--- src/rtl/dac_write_arbiter.sv ---
// Shares the serial comparator-threshold DAC between three word sources: grants one request,
// latches its word and shifts it out MSB-first on SYNC/SCLK/DIN. DAC_ARB_RR_EN selects round-robin.
module dac_write_arbiter #(
  parameter int unsigned SCLK_DIV = 4,
  parameter int unsigned SYNC_GAP = 2,
  parameter int unsigned WORD_W   = 16
) (
  input  logic                clk,
  input  logic                rst,
  input  logic [2:0]          req,
  input  logic [3*WORD_W-1:0] req_data,
  output logic [2:0]          ack,
  output logic                done,
  output logic                busy,
  output logic [1:0]          last_src,
  output logic                dac_sync_n,
  output logic                dac_sclk,
  output logic                dac_din
);
  localparam int unsigned DIV_W = 8;
  localparam int unsigned CNT_W = 5;
  localparam logic [DIV_W-1:0] DIV_LAST = DIV_W'(SCLK_DIV - 1);
  localparam logic [CNT_W-1:0] BIT_LAST = CNT_W'(WORD_W - 1);
  localparam logic [CNT_W-1:0] GAP_LAST = CNT_W'(SYNC_GAP - 1);

  typedef enum logic [1:0] {
    ST_IDLE  = 2'd0,
    ST_SHIFT = 2'd1,
    ST_GAP   = 2'd2
  } state_e;

  state_e            state_q, state_d;
  logic [WORD_W-1:0] shift_q, shift_d;
  logic [DIV_W-1:0]  div_q, div_d;
  logic [CNT_W-1:0]  cnt_q, cnt_d;
  logic [2:0]        ack_q, ack_d;
  logic              done_q, done_d;
  logic              busy_q, busy_d;
  logic [1:0]        last_src_q, last_src_d;
  logic              sync_n_q, sync_n_d;
  logic              sclk_q, sclk_d;
  logic              din_q, din_d;

  logic              gnt_vld_c;
  logic [1:0]        gnt_idx_c;
  logic [WORD_W-1:0] gnt_word_c;

`ifdef DAC_ARB_RR_EN
  logic [1:0] rr_ptr_q, rr_ptr_d;
  logic [1:0] cand0_c, cand1_c, cand2_c;

  function automatic logic [1:0] next_src(input logic [1:0] s);
    return (s == 2'd2) ? 2'd0 : s + 2'd1;
  endfunction

  // Search order starts one past the last winner so a held request cannot starve the rest
  always_comb begin
    cand0_c   = next_src(rr_ptr_q);
    cand1_c   = next_src(cand0_c);
    cand2_c   = next_src(cand1_c);
    gnt_vld_c = |req;
    gnt_idx_c = cand0_c;
    if (req[cand0_c])      gnt_idx_c = cand0_c;
    else if (req[cand1_c]) gnt_idx_c = cand1_c;
    else if (req[cand2_c]) gnt_idx_c = cand2_c;
  end

  always_ff @(posedge clk or negedge rst) begin
    if (!rst) rr_ptr_q <= 2'd2;
    else      rr_ptr_q <= rr_ptr_d;
  end
`else
  // Fixed priority: modulator, then threshold override, then init word
  always_comb begin
    gnt_vld_c = |req;
    gnt_idx_c = 2'd0;
    if (req[0])      gnt_idx_c = 2'd0;
    else if (req[1]) gnt_idx_c = 2'd1;
    else if (req[2]) gnt_idx_c = 2'd2;
  end
`endif

  always_comb begin
    gnt_word_c = req_data[WORD_W-1:0];
    case (gnt_idx_c)
      2'd1:    gnt_word_c = req_data[2*WORD_W-1:WORD_W];
      2'd2:    gnt_word_c = req_data[3*WORD_W-1:2*WORD_W];
      default: gnt_word_c = req_data[WORD_W-1:0];
    endcase
  end

  // Next-state and registered-output logic
  always_comb begin
    state_d    = state_q;
    shift_d    = shift_q;
    div_d      = div_q;
    cnt_d      = cnt_q;
    ack_d      = 3'b000;
    done_d     = 1'b0;
    busy_d     = busy_q;
    last_src_d = last_src_q;
    sync_n_d   = sync_n_q;
    sclk_d     = sclk_q;
    din_d      = din_q;
`ifdef DAC_ARB_RR_EN
    rr_ptr_d   = rr_ptr_q;
`endif
    case (state_q)
      ST_IDLE: begin
        if (gnt_vld_c) begin
          state_d    = ST_SHIFT;
          ack_d      = 3'b001 << gnt_idx_c;
          shift_d    = gnt_word_c;
          last_src_d = gnt_idx_c;
          busy_d     = 1'b1;
          sync_n_d   = 1'b0;
          sclk_d     = 1'b1;
          din_d      = gnt_word_c[WORD_W-1];
          div_d      = '0;
          cnt_d      = '0;
`ifdef DAC_ARB_RR_EN
          rr_ptr_d   = gnt_idx_c;
`endif
        end
      end
      ST_SHIFT: begin
        if (div_q == DIV_LAST) begin
          div_d  = '0;
          sclk_d = ~sclk_q;
          // Rising SCLK: present the next bit; the 16th rise closes the frame
          if (!sclk_q) begin
            shift_d = {shift_q[WORD_W-2:0], 1'b0};
            din_d   = shift_q[WORD_W-2];
            cnt_d   = cnt_q + CNT_W'(1);
            if (cnt_q == BIT_LAST) begin
              state_d  = ST_GAP;
              sync_n_d = 1'b1;
              done_d   = 1'b1;
              cnt_d    = '0;
            end
          end
        end else begin
          div_d = div_q + DIV_W'(1);
        end
      end
      ST_GAP: begin
        // Gap counts whole SCLK half-periods so the divider stays 8 bits
        if (div_q == DIV_LAST) begin
          div_d = '0;
          cnt_d = cnt_q + CNT_W'(1);
          if (cnt_q == GAP_LAST) begin
            state_d = ST_IDLE;
            busy_d  = 1'b0;
            cnt_d   = '0;
          end
        end else begin
          div_d = div_q + DIV_W'(1);
        end
      end
      default: begin
        state_d = ST_IDLE;
      end
    endcase
  end

  always_ff @(posedge clk or negedge rst) begin
    if (!rst) begin
      state_q    <= ST_IDLE;
      shift_q    <= '0;
      div_q      <= '0;
      cnt_q      <= '0;
      ack_q      <= 3'b000;
      done_q     <= 1'b0;
      busy_q     <= 1'b0;
      last_src_q <= 2'd0;
      sync_n_q   <= 1'b1;
      sclk_q     <= 1'b1;
      din_q      <= 1'b0;
    end else begin
      state_q    <= state_d;
      shift_q    <= shift_d;
      div_q      <= div_d;
      cnt_q      <= cnt_d;
      ack_q      <= ack_d;
      done_q     <= done_d;
      busy_q     <= busy_d;
      last_src_q <= last_src_d;
      sync_n_q   <= sync_n_d;
      sclk_q     <= sclk_d;
      din_q      <= din_d;
    end
  end

  assign ack        = ack_q;
  assign done       = done_q;
  assign busy       = busy_q;
  assign last_src   = last_src_q;
  assign dac_sync_n = sync_n_q;
  assign dac_sclk   = sclk_q;
  assign dac_din    = din_q;

endmodule

--- config.mk ---
export PLATFORM = sky130hd
export DESIGN_NAME = dac_write_arbiter
export DESIGN_NICKNAME = d
export VERILOG_FILES = /design/src/rtl/dac_write_arbiter.sv
export SDC_FILE = /design/constraint.sdc
export NUM_CORES = 1
export LEC_CHECK = 0
export ABC_AREA = 1
export CORE_MARGIN = 2
export CORE_UTILIZATION = 40
export CTS_CLUSTER_DIAMETER = 200
export DETAILED_ROUTE_END_ITERATION = 6
export DONT_BUFFER_PORTS = 1
export PLACE_DENSITY = 0.52
export SLEW_MARGIN = 10
export SYNTH_ARGS = -nofsm -noshare
export SYNTH_HDL_FRONTEND = slang
export SYNTH_SLANG_ARGS = --single-unit
--- constraint.sdc ---
create_clock -name clk -period 3.7 [get_ports clk]
set_input_delay 0.555 -clock clk [delete_from_list [all_inputs] [get_ports clk]]
set_output_delay 0.555 -clock clk [all_outputs]
set_load 0.02 [all_outputs]
---- Yosys cells after proc, flatten, opt, wreduce, memory -nomap -nowiden ----
Cells that the tools add are included.
Widths: inputs -> output; s select.
word-level totals
  register bits ........................... 40
  output and inout bits ................... 10
  logic and storage cells ................. 89
operators by class
  add/subtract/negate cells ............... 2
  equality and inequality tests ........... 13
  shift-type cells ........................ 1
  muxes and demuxes ....................... 46
  bitwise gates (word level) .............. 1
  reductions and logical operators ........ 15
operators with widths
  cell                 count
  $mux 15              3
  $pmux 16 s2          1
  $mux 5               6
  $pmux 15 s2          1
  $mux 2               9
  $mux 8               2
  $pmux 8 s2           1
  $mux 1               15
  $pmux 5 s3           1
  $ne 2x2->1 const B   6
  $reduce_and 5->1     2
  $add 8x1->8 const B  1
  $eq 8x2->1 const B   1
  $pmux 1 s2           4
  $reduce_and 4->1     2
  $mux 3               2
  $pmux 2 s3           1
  $reduce_and 6->1     1
  $reduce_bool 2->1    3
  $add 5x1->5 const B  1
  $eq 5x1->1 const B   1
  $eq 5x4->1 const B   1
  $eq 2x1->1 const B   2
  $eq 2x2->1 const B   2
  other kinds (8)      9

---- Depth between registers and ports, before layout ----
Gate-level depths: netlist of run 1.
  word-level depth ........................ 7
  depth in mapped cells ................... 11

---- Worst setup path after synthesis of run 1 ----
No wires, ideal clock.
  path kind ............................... register to register
  start ................................... register state_q[0]
  end ..................................... register din_q, in the netlist dac_din
  setup time .............................. 121 ps
  arrival time ............................ 1,375 ps
  data required time ...................... 3,579 ps
  slack ................................... 2,204 ps
  stages on the path, launching flop included .. 11
  period minus slack after synthesis ...... 1,496 ps
  path through ............................ dfrtp_1 inv_1 ha_1 buf_2 inv_1 nand2_1 nand2_1 nand3b_4 buf_4 nand2_1 o21ai_1
between the ends
  word-level cells in the longest chain between the ends .. 3
ends and longest elaborated chain
  what                                                              RTL line  text
  start, declared                                                   32        state_e state_q, state_d;
  start signal, assigned                                            180       state_q <= state_d;
  $eq 2x1->1 / $logic_not 2->1 (equally long branches)              108       case (state_q)
  $ne 2x2->1 (no line) / $reduce_bool 2->1 (equally long branches)  n/a
  $reduce_and 4->1 (no line)                                        n/a
  end signal, assigned                                              190       din_q <= din_d;
  end, declared                                                     42        logic din_q, din_d;
Several ways; a longest one is shown, not always the timed one.
A chain may end at the register's enable or synchronous reset.

---- Worst setup path in the final report of run 1 ----
  start ................................... register state_q[1]
  end ..................................... register shift_q[4]
between the ends
  word-level cells in the longest chain between the ends .. 3
ends and longest elaborated chain
  what                                                              RTL line  text
  $eq 2x1->1 / $logic_not 2->1 (equally long branches)              108
  $ne 2x2->1 (no line) / $reduce_bool 2->1 (equally long branches)  n/a
  $reduce_and 4->1 (no line)                                        n/a
  end signal, assigned                                              181       shift_q <= shift_d;
  end, declared                                                     33        logic [WORD_W-1:0] shift_q, shift_d;
Several ways; a longest one is shown, not always the timed one.

==> flow_summary.toml, run 1 <==
[synth]
yosys.area_share.xor_xnor_pct = 0.340
syn_area_mm2 = 0.00258
yosysUniqueCellTypes = 25
synth_compound_area_share_pct = 6.75
yosys.area_share.simple_pct = 43.2
syn_area_per_cell_um2 = 6.87
synth_top_family_by_area = "simple AND/OR/NAND/NOR gates"
postSynthCellCount = 375
yosysTopAreaCell = "dfrtp_1"
ys_seq_area_share_pct = 38.9
ys_ff_latch = 40
synth_top_cells_by_area = "dfrtp_1 (37%), nand2_1 (22%), nand3_1 (8.5%)"
ys_warn_count = 0
synth_mux_area_share_pct = 0.388
synth_top_area_share_pct = 36.9
synth_nets = 435
synthAdderAreaFrac_pct = 3.40

[floorplanning]
die_x_um = 84.3
die_h_um = 84.3
rows = 29
placeableCoreArea_mm2 = 0.00628
initial_core_util_pct = 41.1
pin_count = 63
die_area_mm2 = 0.00710

[detailed_routing]
wirelength_um = 6050
drt_iter0_drc = 163
vias = 2277
ant_nets = 0
firstDrtPassIters = 4
wl_per_cell_um = 13.5
drc = 0
avgViaCountPerCell = 5.09

[worst_setup_path]
path_buf_inv = 3
start_kind = "register"
crit_path_max_incr_delay_ns = 0.51
path_cells = "inv_1 > ha_1 > inv_1 > nand2_1 > nand2_1 > nand3b_4 > inv_2 > nand2_1 > nand2_1"
critical_path_class = "reg2reg"
slowest_stage = "inv_1"
crit_path_end_kind = "register"
cp_top_family = "buffers and inverters"
worstPathRequired_ns = 3.93
crit_path_max_fanout = 31
worstPathArrival_ns = 2.72
cp_common_cell = "nand2_1"

[clock_network]
cts.sinks = 40
clk-insertion-delay-late_ns = 0.29
clockBufferDepth = 2
tritoncts = "built"
cts_setup_buffers = 0
cts_root_buf = "clkbuf_8"
h-tree-depth = 2
clk_pin_slew_ns = 0.08
cts-buffers-inserted = 5

[layout]
area_growth_pct = 5.78
num_antenna_cells = 0
layout_commonest_cell = "nand2_1"
most-common-layout-cells = "nand2_1 (150), nand3_1 (44), dfrtp_1 (38)"
final_cell_area_mm2 = 0.00273
drive_above_1_share_pct = 7.57
nets = 429

[timing]
worst_pin_slew_ns = 0.834
finalCritPeriodShare_pct = 67.3
slew_violations = 0
setup_slack_ns = 1.21
clock_skew_ns = 0.0117
grt_setup_unrepaired = "false"
period_minus_slack_ns = 2.49
final-hold-violation-count = 0
tns_ns = 0
slew_headroom_pct = 44.3
setup_violations = 0
max_freq_mhz = 401

[global_route]
grt-ovfl-total = 0
antenna_found_initial = 0
grt.met2_usage_pct = 30.4
grt_max_degree = 39
grt_usage_pct = 18.6
grt_pass1_vias = 2261
use_met3_pct = 4.13
grt_pass1_wl_um = 10800
grtUsageMet1_pct = 25.4
busiest_layer = "met2"

[placed_design]
hpwlAfterDp_um = 4500
finalWeightedCongestion = 0.831
dpl-instance-area_mm2 = 0.00260
dp_slack_ns = 1.24
io_buffer_count = 0

[power_and_ir_drop]
p_leak_nw = 1.40
powerDensity_mw_per_mm2 = 761
irDropWorstVdd_uv = 461

[hold_path]
hold_class = "in2async"

[job]
drv_cap = 0

[status]
outcome = "finished, final reports clean"
through the flow:
stage	hold slack (ns)	instances	util, %	power, mW
5_1_grt	0.0817	447	43.4	2.29
6_report	0.0851	447	43.4	2.07
3_3_place_gp	0.260	438	41.4	1.73
2_1_floorplan	0.259	375	-	1.55
4_1_cts	0.0915	447	43.4	2.10
3_5_place_dp	0.260	438	41.4	1.73
layer usage:
metal	share of wire (%)	routed length (µm)
met1	48	2910
met2	46	2770
met3	5.0	305
met4	1.0	61
met5	0	0
path summary, 6_finish.rpt:
kind | endpoint | start | slack [ns] | depth (start not counted)
max in group asynchronous | div_q[6]$_DFFE_PN0P_ | rst | 3.40 | 1
hold reg to reg | shift_q[0]$_DFFE_PN0P_ | shift_q[0]$_DFFE_PN0P_ | 0.49 | 2
setup reg to reg | shift_q[4]$_DFFE_PN0P_ | state_q[1]$_DFFE_PN0P_ | 1.21 | 9
min in group clk | ack[0]$_DFF_PN0_ | req[0] | 0.36 | 2
setup / recovery | shift_q[4]$_DFFE_PN0P_ | state_q[1]$_DFFE_PN0P_ | 1.21 | 9
hold / removal | cnt_q[1]$_DFFE_PN0P_ | rst | 0.09 | 1
cell families (layout without fill, tap and decap cells):
kind of cell / after synthesis / count (layout)
AOI/OAI and AO/OA: 34 / 34
xor gates and xnor gates: 1 / 1
adders and majority gates: 7 / 7
buffers and inverters: 42 / 37
DFF: 40 / 40
muxes: 1 / 1
and+or+nand+nor: 250 / 250
flip-flops by register name, summed over array words and instances, names as in the netlist:
name	count
state_q	2
done	1
dac_sync_n	1
dac_sclk	1
shift_q	15
div_q	8
busy	1
cnt_q	5
ack	3
last_src	2
dac_din	1
worst register-to-register path: stages, from the launching register on:
cell and delay, ns:
dfrtp_1 0.40, inv_1 0.08, ha_1 0.46, inv_1 0.52, nand2_1 0.22, nand2_1 0.08
nand3b_4 0.36, inv_2 0.20, nand2_1 0.06, nand2_1 0.05
report_power, final:
group,internal [mW],total [mW],switching [mW]
Clock,0.200,0.351,0.151
Sequential,0.594,0.727,0.133
Combinational,0.345,0.995,0.650
Total,1.14,2.07,0.934
cells in the mapped netlist:
library cell and instances:
nand3b_1 12, dfstp_2 2, o21ai_2 1, buf_4 2, nand3b_4 1, a21oi_1 2
clkbuf_1 5, dfrtp_1 38, nand4_1 4, nor2_1 22, ha_1 7, inv_1 27
buf_6 1, nand3_1 44, nand3_2 1, o21ai_0 14, nand2_1 150, o21ai_1 17
inv_2 1, xor2_1 1, buf_2 6, or2_2 13, mux2i_1 1, nor3_1 2
nor2_4 1
area by class of cell:
cell class,count,area [µm²]
fillers,656,3550
multi-input cells,293,1390
flip-flops and latches,40,1000
inverters,28,105
well taps,77,96.3
clock buffers,6,72.6
clock inverters,2,35.0
repair buffers,1,20.0
repair_timing:
item / 4_1_cts / 5_1_grt
gates resized for setup: 0 / 0
endpoints found under the hold margin: 38 / 0
hold buffers: 1 / 0
endpoints found under the setup margin: 0 / 0
Power figures use the tool's default switching activity.
==> run 2, diff against run 1 <==
- clock period: 3.7 -> 2.6 ns (I/O delays scaled with it)
==> run 2 against run 1 <==
- sequential power is 42% higher
- highest routed layer unchanged
- die area stayed put
- worst setup slack worse by 0.64 ns
- first-iteration DRC count is 44% lower
- register-to-register slack worse by 0.64 ns
- combinational power is 43% higher
- critical path depth stayed put
- global-route usage is 0.25 points higher
==> flow_summary.toml, run 2 (synthesis results as in run 1) <==
[clock_network]
ctsHoldBuffers = 2
cts_root_buf = "clkbuf_8"
cts.sinks = 40
cts-buffers-inserted = 5
clockBufferDepth = 2
clk-insertion-delay-late_ns = 0.29
clk_pin_slew_ns = 0.08
tritoncts = "built"
h-tree-depth = 2
ctsResizeCount = 0
cts_setup_buffers = 0

[floorplanning]
die_area_mm2 = 0.00710
initial_core_util_pct = 41.1
die_h_um = 84.3
rows = 29
placeableCoreArea_mm2 = 0.00628
pin_count = 63
die_x_um = 84.3

[layout]
reg_top3 = "shift_q x15, div_q x8, cnt_q x5"
area_growth_pct = 6.46
layout_commonest_cell = "nand2_1"
most-common-layout-cells = "nand2_1 (150), nand3_1 (44), dfrtp_1 (38)"
largest_reg_flops = 15
nets = 431
drive_above_1_share_pct = 7.80
num_antenna_cells = 0
largest_register = "shift_q"

[hold_path]
hold_class = "in2reg"

[timing]
clock_skew_ns = 0.00884
finalCritPeriodShare_pct = 78.0
setup_violations = 0
slew_headroom_pct = 54.8
hold_ws_ns = 0.191
max_freq_mhz = 493
slew_violations = 0
final-hold-violation-count = 0
grt_setup_unrepaired = "false"
tns_ns = 0
worst_pin_slew_ns = 0.678
period_minus_slack_ns = 2.03

[power_and_ir_drop]
irDropWorstVdd_uv = 464
powerDensity_mw_per_mm2 = 1080
p_leak_nw = 1.41

[detailed_routing]
wirelength_um = 6100
drt_iter0_drc = 92
drc = 0
vias = 2273
firstDrtPassIters = 4
avgViaCountPerCell = 5.06
wl_per_cell_um = 13.6
ant_nets = 0

[status]
outcome = "finished, final reports clean"

[worst_setup_path]
slowest_stage = "ha_1"
critical_path_class = "reg2reg"
start_kind = "register"
cp_common_cell = "nand2_1"
worstPathRequired_ns = 2.83
crit_path_max_fanout = 30
crit_path_max_incr_delay_ns = 0.43
crit_path_end_kind = "register"
path_cells = "inv_1 > ha_1 > inv_1 > nand2_1 > nand2_1 > nand3b_4 > inv_2 > nand2_1 > nand2_1"
worstPathArrival_ns = 2.26

[global_route]
grt_usage_pct = 18.8
antenna_found_initial = 0
grt-ovfl-total = 0
grt_max_degree = 41
grt_pass1_wl_um = 10900
grt_pass1_vias = 2193

[placed_design]
io_buffer_count = 0
finalWeightedCongestion = 0.829
hpwlAfterDp_um = 4490

[job]
drv_cap = 0
[run 2: cell count changes in the layout (fill, tap and decap cells not counted), sizes merged]
cell,change
dlygate4sd3,+1
buf,+1
[run 2: critical path: cells and delay by family, from the launching register on]
| family | cells | cell delay, ns |
|---|---|---|
| adder cells (fa/ha/maj) | 1 | 0.43 |
| flip-flops | 1 | 0.40 |
| AND/OR/NAND/NOR | 5 | 0.66 |
| buffers and inverters | 3 | 0.45 |
[run 2: path summary, 6_finish.rpt]
| check | start | end | slack [ns] | cells past startpoint |
|---|---|---|---|---|
| setup / recovery | state_q[1]$_DFFE_PN0P_ | shift_q[11]$_DFFE_PN0P_ | 0.57 | 9 |
| hold / removal | req[0] | ack[0]$_DFF_PN0_ | 0.19 | 2 |
| setup reg to reg | state_q[1]$_DFFE_PN0P_ | shift_q[11]$_DFFE_PN0P_ | 0.57 | 9 |
| hold reg to reg | shift_q[0]$_DFFE_PN0P_ | shift_q[0]$_DFFE_PN0P_ | 0.49 | 2 |
| max in group asynchronous | rst | dac_sync_n$_DFFE_PN1P_ | 1.79 | 2 |
| min in group asynchronous | rst | cnt_q[2]$_DFFE_PN0P_ | 0.54 | 2 |
[run 2: cell type report]
class	instances	area, µm²
Timing Repair Buffer	3	37.5
Multi-Input combinational cell	293	1390
Clock inverter	2	35.0
Inverter	28	105
Tap cell	77	96.3
Sequential cell	40	1000
Fill cell	661	3530
Clock buffer	6	72.6
[run 2: power by group]
group | internal, mW | total, mW | switching, mW | leakage (nW)
logic | 0.499 | 1.42 | 0.923 | 0.838
clock network | 0.285 | 0.506 | 0.221 | 0.0552
registers | 0.845 | 1.03 | 0.189 | 0.515
total | 1.63 | 2.96 | 1.33 | 1.41
[run 2: per-layer routing]
layer / global-route usage, % / vias to the layer above / wire length, µm
met2: 30.5 / 57 / 2910
met1: 26.4 / 1018 / 2850
li1: - / 1192 / -
met3: 3.34 / 6 / 287
met5: 0 / - / 0
met4: 4.11 / 0 / 56
[run 2: through the flow]
step,instances,setup slack (ns),utilization (%),cell area (µm²),power [mW]
final,449,0.573,43.7,2740,2.96
after global routing,449,0.366,43.7,2740,3.30
after CTS,449,0.568,43.7,2740,3.01
after detailed placement,439,0.605,41.5,2610,2.48
after global placement,439,0.667,41.5,2610,2.47
after floorplan,375,1.10,-,2580,2.21
